$ cat src/rtl/probe_trace_tx.sv
// probe_trace_tx: captures {tag, op1, op2, res} probe samples into a small record
// FIFO and streams each record as a framed 4-word valid/ready burst:
// header, op1, op2, res. The header carries a magic byte, an 8-bit
// sequence number and the record tag.
module probe_trace_tx #(
  parameter int WIDTH  = 32,
  parameter int DEPTH  = 4,
  parameter int SETTLE = 3
) (
  input  logic             clock,
  input  logic             reset,
  input  logic             sample_en,
  input  logic [1:0]       tag,
  input  logic [WIDTH-1:0] op1,
  input  logic [WIDTH-1:0] op2,
  input  logic [WIDTH-1:0] res,
  output logic             armed,
  output logic             out_valid,
  input  logic             out_ready,
  output logic [WIDTH-1:0] out_data,
  output logic             out_sof,
  output logic             out_eof,
  output logic [15:0]      overflow_cnt
);

  localparam int AW = $clog2(DEPTH);
  localparam int CW = $clog2(SETTLE + 1);

  typedef enum logic [2:0] {
    S_IDLE,
    S_HDR,
    S_OP1,
    S_OP2,
    S_RES
  } state_t;

  state_t state;

  logic [CW-1:0]    settle_cnt;
  logic [7:0]       seq;

  logic [1:0]       fifo_tag [DEPTH];
  logic [WIDTH-1:0] fifo_op1 [DEPTH];
  logic [WIDTH-1:0] fifo_op2 [DEPTH];
  logic [WIDTH-1:0] fifo_res [DEPTH];

  logic [AW-1:0]    wr_ptr;
  logic [AW-1:0]    rd_ptr;
  logic [AW-1:0]    rd_ptr_nxt;
  logic [AW:0]      count;

  logic             fifo_full;
  logic             fifo_empty;
  logic             pop;
  logic             push;
  logic             drop;

  // Saturating 16-bit increment for the drop counter.
  function automatic logic [15:0] sat_inc16(input logic [15:0] v);
    return (v == 16'hFFFF) ? v : v + 16'd1;
  endfunction

  // Frame header: magic byte on top, sequence in [15:8], tag in [1:0].
  function automatic logic [WIDTH-1:0] make_header(input logic [7:0] s,
                                                   input logic [1:0] t);
    logic [WIDTH-1:0] h;
    h                 = '0;
    h[WIDTH-1 -: 8]   = 8'hA5;
    h[15:8]           = s;
    h[1:0]            = t;
    return h;
  endfunction

  assign fifo_full  = (count == (AW+1)'(DEPTH));
  assign fifo_empty = (count == '0);
  assign rd_ptr_nxt = rd_ptr + AW'(1);

  // A record leaves the FIFO when its res word is accepted; a full FIFO can
  // still take a sample on that same edge because the slot frees up.
  assign pop  = out_valid & out_ready & (state == S_RES);
  assign push = armed & sample_en & (~fifo_full | pop);
  assign drop = armed & sample_en & fifo_full & ~pop;

  // Settle counter: arm capture a fixed number of edges after reset releases.
  always_ff @(posedge clock) begin
    if (reset) begin
      settle_cnt <= '0;
      armed      <= 1'b0;
    end else begin
      if (settle_cnt != CW'(SETTLE)) settle_cnt <= settle_cnt + CW'(1);
      if (settle_cnt == CW'(SETTLE)) armed <= 1'b1;
    end
  end

  // Record storage; payload only, so no reset needed.
  always_ff @(posedge clock) begin
    if (push) begin
      fifo_tag[wr_ptr] <= tag;
      fifo_op1[wr_ptr] <= op1;
      fifo_op2[wr_ptr] <= op2;
      fifo_res[wr_ptr] <= res;
    end
  end

  // FIFO pointers and occupancy.
  always_ff @(posedge clock) begin
    if (reset) begin
      wr_ptr <= '0;
      rd_ptr <= '0;
      count  <= '0;
    end else begin
      if (push) wr_ptr <= wr_ptr + AW'(1);
      if (pop)  rd_ptr <= rd_ptr_nxt;
      case ({push, pop})
        2'b10:   count <= count + (AW+1)'(1);
        2'b01:   count <= count - (AW+1)'(1);
        default: count <= count;
      endcase
    end
  end

  // Count samples lost to a full FIFO.
  always_ff @(posedge clock) begin
    if (reset) begin
      overflow_cnt <= '0;
    end else if (drop) begin
      overflow_cnt <= sat_inc16(overflow_cnt);
    end
  end

  // Framer FSM: all stream outputs are registered, so out_valid never depends
  // on out_ready within a cycle and words hold steady while stalled.
  always_ff @(posedge clock) begin
    if (reset) begin
      state     <= S_IDLE;
      out_valid <= 1'b0;
      out_data  <= '0;
      out_sof   <= 1'b0;
      out_eof   <= 1'b0;
      seq       <= '0;
    end else begin
      case (state)
        S_IDLE: begin
          if (!fifo_empty) begin
            state     <= S_HDR;
            out_valid <= 1'b1;
            out_data  <= make_header(seq, fifo_tag[rd_ptr]);
            out_sof   <= 1'b1;
            out_eof   <= 1'b0;
          end
        end
        S_HDR: begin
          if (out_ready) begin
            seq      <= seq + 8'd1;
            out_data <= fifo_op1[rd_ptr];
            out_sof  <= 1'b0;
            state    <= S_OP1;
          end
        end
        S_OP1: begin
          if (out_ready) begin
            out_data <= fifo_op2[rd_ptr];
            state    <= S_OP2;
          end
        end
        S_OP2: begin
          if (out_ready) begin
            out_data <= fifo_res[rd_ptr];
            out_eof  <= 1'b1;
            state    <= S_RES;
          end
        end
        S_RES: begin
          if (out_ready) begin
            out_eof <= 1'b0;
            // Another record already queued: chain its header with no bubble.
            if (count > (AW+1)'(1)) begin
              out_data <= make_header(seq, fifo_tag[rd_ptr_nxt]);
              out_sof  <= 1'b1;
              state    <= S_HDR;
            end else begin
              out_valid <= 1'b0;
              state     <= S_IDLE;
            end
          end
        end
        default: begin
          state     <= S_IDLE;
          out_valid <= 1'b0;
          out_sof   <= 1'b0;
          out_eof   <= 1'b0;
        end
      endcase
    end
  end

endmodule

$ cat config.mk
export PLATFORM = sky130hd
export DESIGN_NAME = probe_trace_tx
export DESIGN_NICKNAME = d
export VERILOG_FILES = /design/src/rtl/probe_trace_tx.sv
export SDC_FILE = /design/constraint.sdc
export NUM_CORES = 1
export LEC_CHECK = 0
export CAP_MARGIN = 20
export CORE_ASPECT_RATIO = 1.25
export CORE_MARGIN = 3
export CORE_UTILIZATION = 55
export DETAILED_ROUTE_END_ITERATION = 8
export PLACE_DENSITY = 0.76
export SLEW_MARGIN = 5
export SYNTH_ARGS = -nofsm -noshare
export SYNTH_HDL_FRONTEND = slang
export SYNTH_SLANG_ARGS = --single-unit
export TNS_END_PERCENT = 5
$ cat constraint.sdc
create_clock -name clock -period 12 [get_ports clock]
set_clock_uncertainty 0.05 [all_clocks]
set_input_delay 1.8 -clock clock [delete_from_list [all_inputs] [get_ports clock]]
set_output_delay 1.8 -clock clock [all_outputs]
set_load 0.005 [all_outputs]
* Yosys cells after proc, flatten, opt, wreduce, memory -nomap -nowiden
Memories as Yosys holds them, arrays and structs flattened. A register that Yosys moved wholly into a read port is not among the register bits.
Index checks and enable logic that the tools add are counted.
Widths: inputs -> output; s select.
** Storage, ports and cells
- Register bits :: 72
- RAM bits :: 392
- Input bits :: 102
- Output and inout port bits :: 52
- Word-level logic and storage cells :: 104
- Memories kept :: 4
** Operators by class
- Add/subtract/negate cells :: 7
- Order comparisons :: 1
- Equal/unequal tests :: 17
- Mux-type cells :: 36
- Bitwise gates (word level) :: 13
- Reductions and logical operators :: 14
** Memory list
- fifo_op1 :: depth 4, width 32, rd ports 1, clocked after memory_dff 1, wr ports 1, RTL line 43 : logic [WIDTH-1:0] fifo_op1 [DEPTH];
- fifo_op2 :: depth 4, width 32, rd ports 1, clocked after memory_dff 1, wr ports 1, RTL line 44 : logic [WIDTH-1:0] fifo_op2 [DEPTH];
- fifo_res :: depth 4, width 32, rd ports 1, clocked after memory_dff 1, wr ports 1, RTL line 45 : logic [WIDTH-1:0] fifo_res [DEPTH];
- fifo_tag :: depth 4, width 2, rd ports 2, clocked after memory_dff 1, wr ports 1, RTL line 42 : logic [1:0] fifo_tag [DEPTH];
** Operator list (number)
- $mux 32 :: 6
- $pmux 32 s5 :: 1
- $add 16x1->16 const B :: 1
- $eq 16x16->1 const B :: 1
- $mux 2 :: 8
- $mux 3 :: 5
- $pmux 3 s5 :: 1
- $ne 2x2->1 const B :: 7
- $mux 1 :: 11
- $reduce_and 5->1 :: 2
- $add 8x1->8 const B :: 1
- $pmux 1 s4 :: 2
- $reduce_and 4->1 :: 2
- $reduce_and 7->1 :: 1
- $add 2x1->2 const B :: 3
- $and 1x1->1 :: 6
- $eq 3x2->1 const B :: 2
- $eq 3x3->1 const B :: 2
- $logic_not 3->1 :: 2
- $not 1->1 :: 6
- $pmux 3 s2 :: 1
- $reduce_bool 5->1 :: 1
- $eq 2x2->1 const B :: 2
- $reduce_and 2->1 :: 2
- other kinds (11) :: 12

* Longest topological paths before layout
- Depth after elaboration :: 6
- Depth in mapped cells :: 9
- Depth with buffers taken out :: 7

* Worst setup path after synthesis
OpenSTA, ideal clock, no wires.
- Path kind :: input-to-reg
- From :: in out_ready
- To :: mem fifo_op1[0][0] (enable)
- Library setup time :: 0.468 ns
- Data arrival time :: 5.057 ns
- Required time :: 11.482 ns
- Slack :: 6.425 ns
- Stages :: 5
- Buffers on the path :: 1
- Path through :: buf_2 > and4bb_2 > nand2_1 > a31oi_1 > and2_1
** On the way
- Cells in the longest elaborated chain, start to end :: 6
** RTL lines
- from (decl) :: RTL line 19 : input logic out_ready,
- $and 1x1->1 (2 in a row) :: RTL line 80 : assign pop = out_valid & out_ready & (state == S_RES);
- $or 1x1->1 :: RTL line 81 : assign push = armed & sample_en & (~fifo_full | pop);
- $and 1x1->1 :: RTL line 81
- $mux 1 :: RTL line 97 : if (push) begin
- $mux 1 (implied by the code) :: RTL line 99 : fifo_op1[wr_ptr] <= op1;
- to (decl) :: RTL line 43
No other way between the ends.

* Worst setup path after layout
- From :: in out_ready
- To :: mem fifo_op2[2][11] (enable)
** On the way
- Cells in the longest elaborated chain, start to end :: 6
** RTL lines
- $and 1x1->1 (2 in a row) :: RTL line 80
- $or 1x1->1 :: RTL line 81
- $and 1x1->1 :: RTL line 81
- $mux 1 :: RTL line 97
- $mux 1 (implied by the code) :: RTL line 100 : fifo_op2[wr_ptr] <= op2;
- to (decl) :: RTL line 44
No other way between the ends.

==> qor.yml <==
max_slew_margin_pct: 26.6
r2r-start: "state[2]"
postCtsSetupRepairBufs: 0
critPathKind: "input port to flop"
die_h_um: 209
syn_area_sq_um: 18200
startpoint: "out_ready"
hp-class: "flop to flop"
drive_above_1_share_pct: 18.1
portBuffers: 153
post_cts_resized: 0
slew_violations: 0
worst_setup_path_end_kind: "flop"
grt.overflow.total: 0
ys_seq_elements: 466
status: "completed"
synth_cell_type_count: 62
initial_core_util_pct: 56.5
cts.sinks: 466
r2r_slack_ps: 8080
tightest_slew_ps: 1100
grt_busiest_layer: "met2"
synth.yosys.warnings: 0
wl_mm: 36.7
dieWidth_um: 169
finalHoldViolations: 0
r2r_cells: 5
grtUsageMet3_pct: 3.41
vias: 9553
async_flop_share_pct: 0
synth_top_area_share_pct: 64.8
grt_pass1_vias: 9993
hp-start: "out_data[15]"
synthMostInstantiatedCell: "edfxtp_1"
drtPass1Iterations: 4
antenna_found_initial: 2
leakage_uw: 0.00686
tritoncts: "yes"
grt_use_total_pct: 20.8
row_count: 73
place_area_sq_um: 20100
r2r-end: "fifo_op2[2][11]"
hold_buffers: 0
hold-path-cell-count: 2
pin_count: 154
startpoint_type: "input port"
whs_endpoint: "out_data[15]"
clock.fmax_mhz: 204
root_buffer: "clkbuf_16"
clockBufferDepth: 3
cap_violations: 0
cts.clk_slew.worst_paths_ps: 60
cts_made_buffers: 44
rsz0062_at_grt: "false"
synth_ff_type: "edfxtp_1"
finalSetupViolCount: 0
h-tree-depth: 2
avgRoutedWirePerCell_um: 23.2
crit_required_ps: 12110
fin_area_sq_um: 21600
ant_nets: 0
area_growth_pct: 18.6
cellPowerDensity_nw_per_um2: 167
synth_edf_count: 392
final.setup.tns_ps: 0
gp_congestion: 0.765
synth_cells: 974
synth_area_per_cell_sq_um: 18.7
hpwlAfterDp_mm: 21.7
drt_iter0_drc: 800
fin_crit_sh_pct: 40.9
insertion_delay_ps: 560
grt_use_met1_pct: 27.4
yosysSeqAreaShare_pct: 72.9
drc: 0
synth_area_leaders: "edfxtp_1 (65%), mux4_2 (12%), dfxtp_1 (8.2%), mux2i_1 (1.7%), nor2_1 (1.2%)"
nNetsFinal: 1243
syn_nets: 1087
yosysTopAreaCell: "edfxtp_1"
fp.coreArea_sq_um: 32200
crit_arrival_ps: 5020
ys_top_cells_by_count: "edfxtp_1 (392), mux4_2 (97), dfxtp_1 (74), nor2_1 (60), mux2i_1 (30)"
dieArea_sq_um: 35300
crit_fanout: 63
met2_usage_pct: 36.0
avgViaCountPerCell: 6.06
finalCriticalPeriod_ps: 4910
diodes: 0
grt_pass1_wl_mm: 56.8
grt_max_degree: 76
ir_worst_vdd_mv: 0.178
[flip-flops by register name, indices dropped and copies added, names as in the netlist, 2 cells and up, named ones only]
register      cells
overflow_cnt     16
fifo_op2        128
state             3
settle_cnt        2
out_data         32
seq               8
fifo_tag          8
wr_ptr            2
fifo_res        128
count             3
fifo_op1        128
rd_ptr            2
[logic make-up after synthesis]
| group | count (synthesis) | synth area share, % |
|---|---|---|
| fa+ha+maj | 11 | 0.757 |
| xor+xnor | 24 | 1.16 |
| buf+inv | 66 | 1.76 |
| compound gates | 107 | 4.70 |
| simple gates | 168 | 4.73 |
| mux | 132 | 14.0 |
| flops | 466 | 72.9 |
[critical path, stage by stage]
cell and delay, ps:
clkdlybuf4s50_1 650, and4bb_2 360, nand2_1 130, a31oi_1 560
and2_4 630, buf_4 830
[cell type report]
| class | count | area (sq um) |
|---|---|---|
| clock buffer | 57 | 1180 |
| clock inverter | 24 | 275 |
| fill | 2128 | 10600 |
| inverter | 9 | 33.8 |
| multi-input combinational | 442 | 4630 |
| sequential | 466 | 13300 |
| tap | 412 | 515 |
| timing repair buffer | 167 | 1660 |
[layout by cell type (no fill, tap or decap), types with 12 or more instances in the layout]
cell type / netlist / layout
buf_4: 8 / 12
mux4_2: 97 / 97
dfxtp_1: 74 / 72
a22oi_1: 12 / 12
nand2b_1: 20 / 20
clkdlybuf4s50_1: 0 / 152
nand2_1: 19 / 19
xor2_1: 17 / 17
nor2_1: 60 / 60
nand3_1: 27 / 27
o221ai_1: 19 / 19
edfxtp_1: 392 / 392
a21oi_1: 12 / 12
clkbuf_16: 0 / 45
mux2i_1: 30 / 30
[report_power, final]
group          internal [uW]  total [uW]  switching [uW]
clock                    810        1390             579
combinational            165         361             196
sequential              1800        1850            42.0
total                   2780        3600             817
[worst max-delay path by stage]
stage                 endpoint  slack, ps  depth (start not counted)
2_1_floorplan   fifo_op1[0][0]       6420                          5
3_3_place_gp    fifo_res[2][5]       6610                          6
3_5_place_dp    fifo_res[2][5]       6530                          6
4_1_cts         fifo_op1[0][4]       7100                          6
5_1_grt         fifo_op1[0][4]       6890                          6
6_report       fifo_op2[2][11]       7090                          6
[through the flow]
| stage | cells | util, % | total power, uW | hold slack [ps] | worst slack [ps] |
|---|---|---|---|---|---|
| floorplan | 974 | - | 2060 | 418 | 6420 |
| global placement | 1494 | 62.4 | 2230 | 428 | 6610 |
| detailed placement | 1494 | 62.4 | 2240 | 447 | 6530 |
| CTS | 1575 | 66.9 | 3620 | 456 | 7100 |
| global route | 1577 | 67.0 | 3730 | 476 | 6890 |
| finish | 1577 | 67.0 | 3600 | 450 | 7090 |
[per-layer routing]
layer	up-vias	wire [um]
met4	4	832
met2	322	19200
met1	4905	14600
met3	61	2080
met5	-	26
li1	4261	-
(Power assumes the default switching activity.)
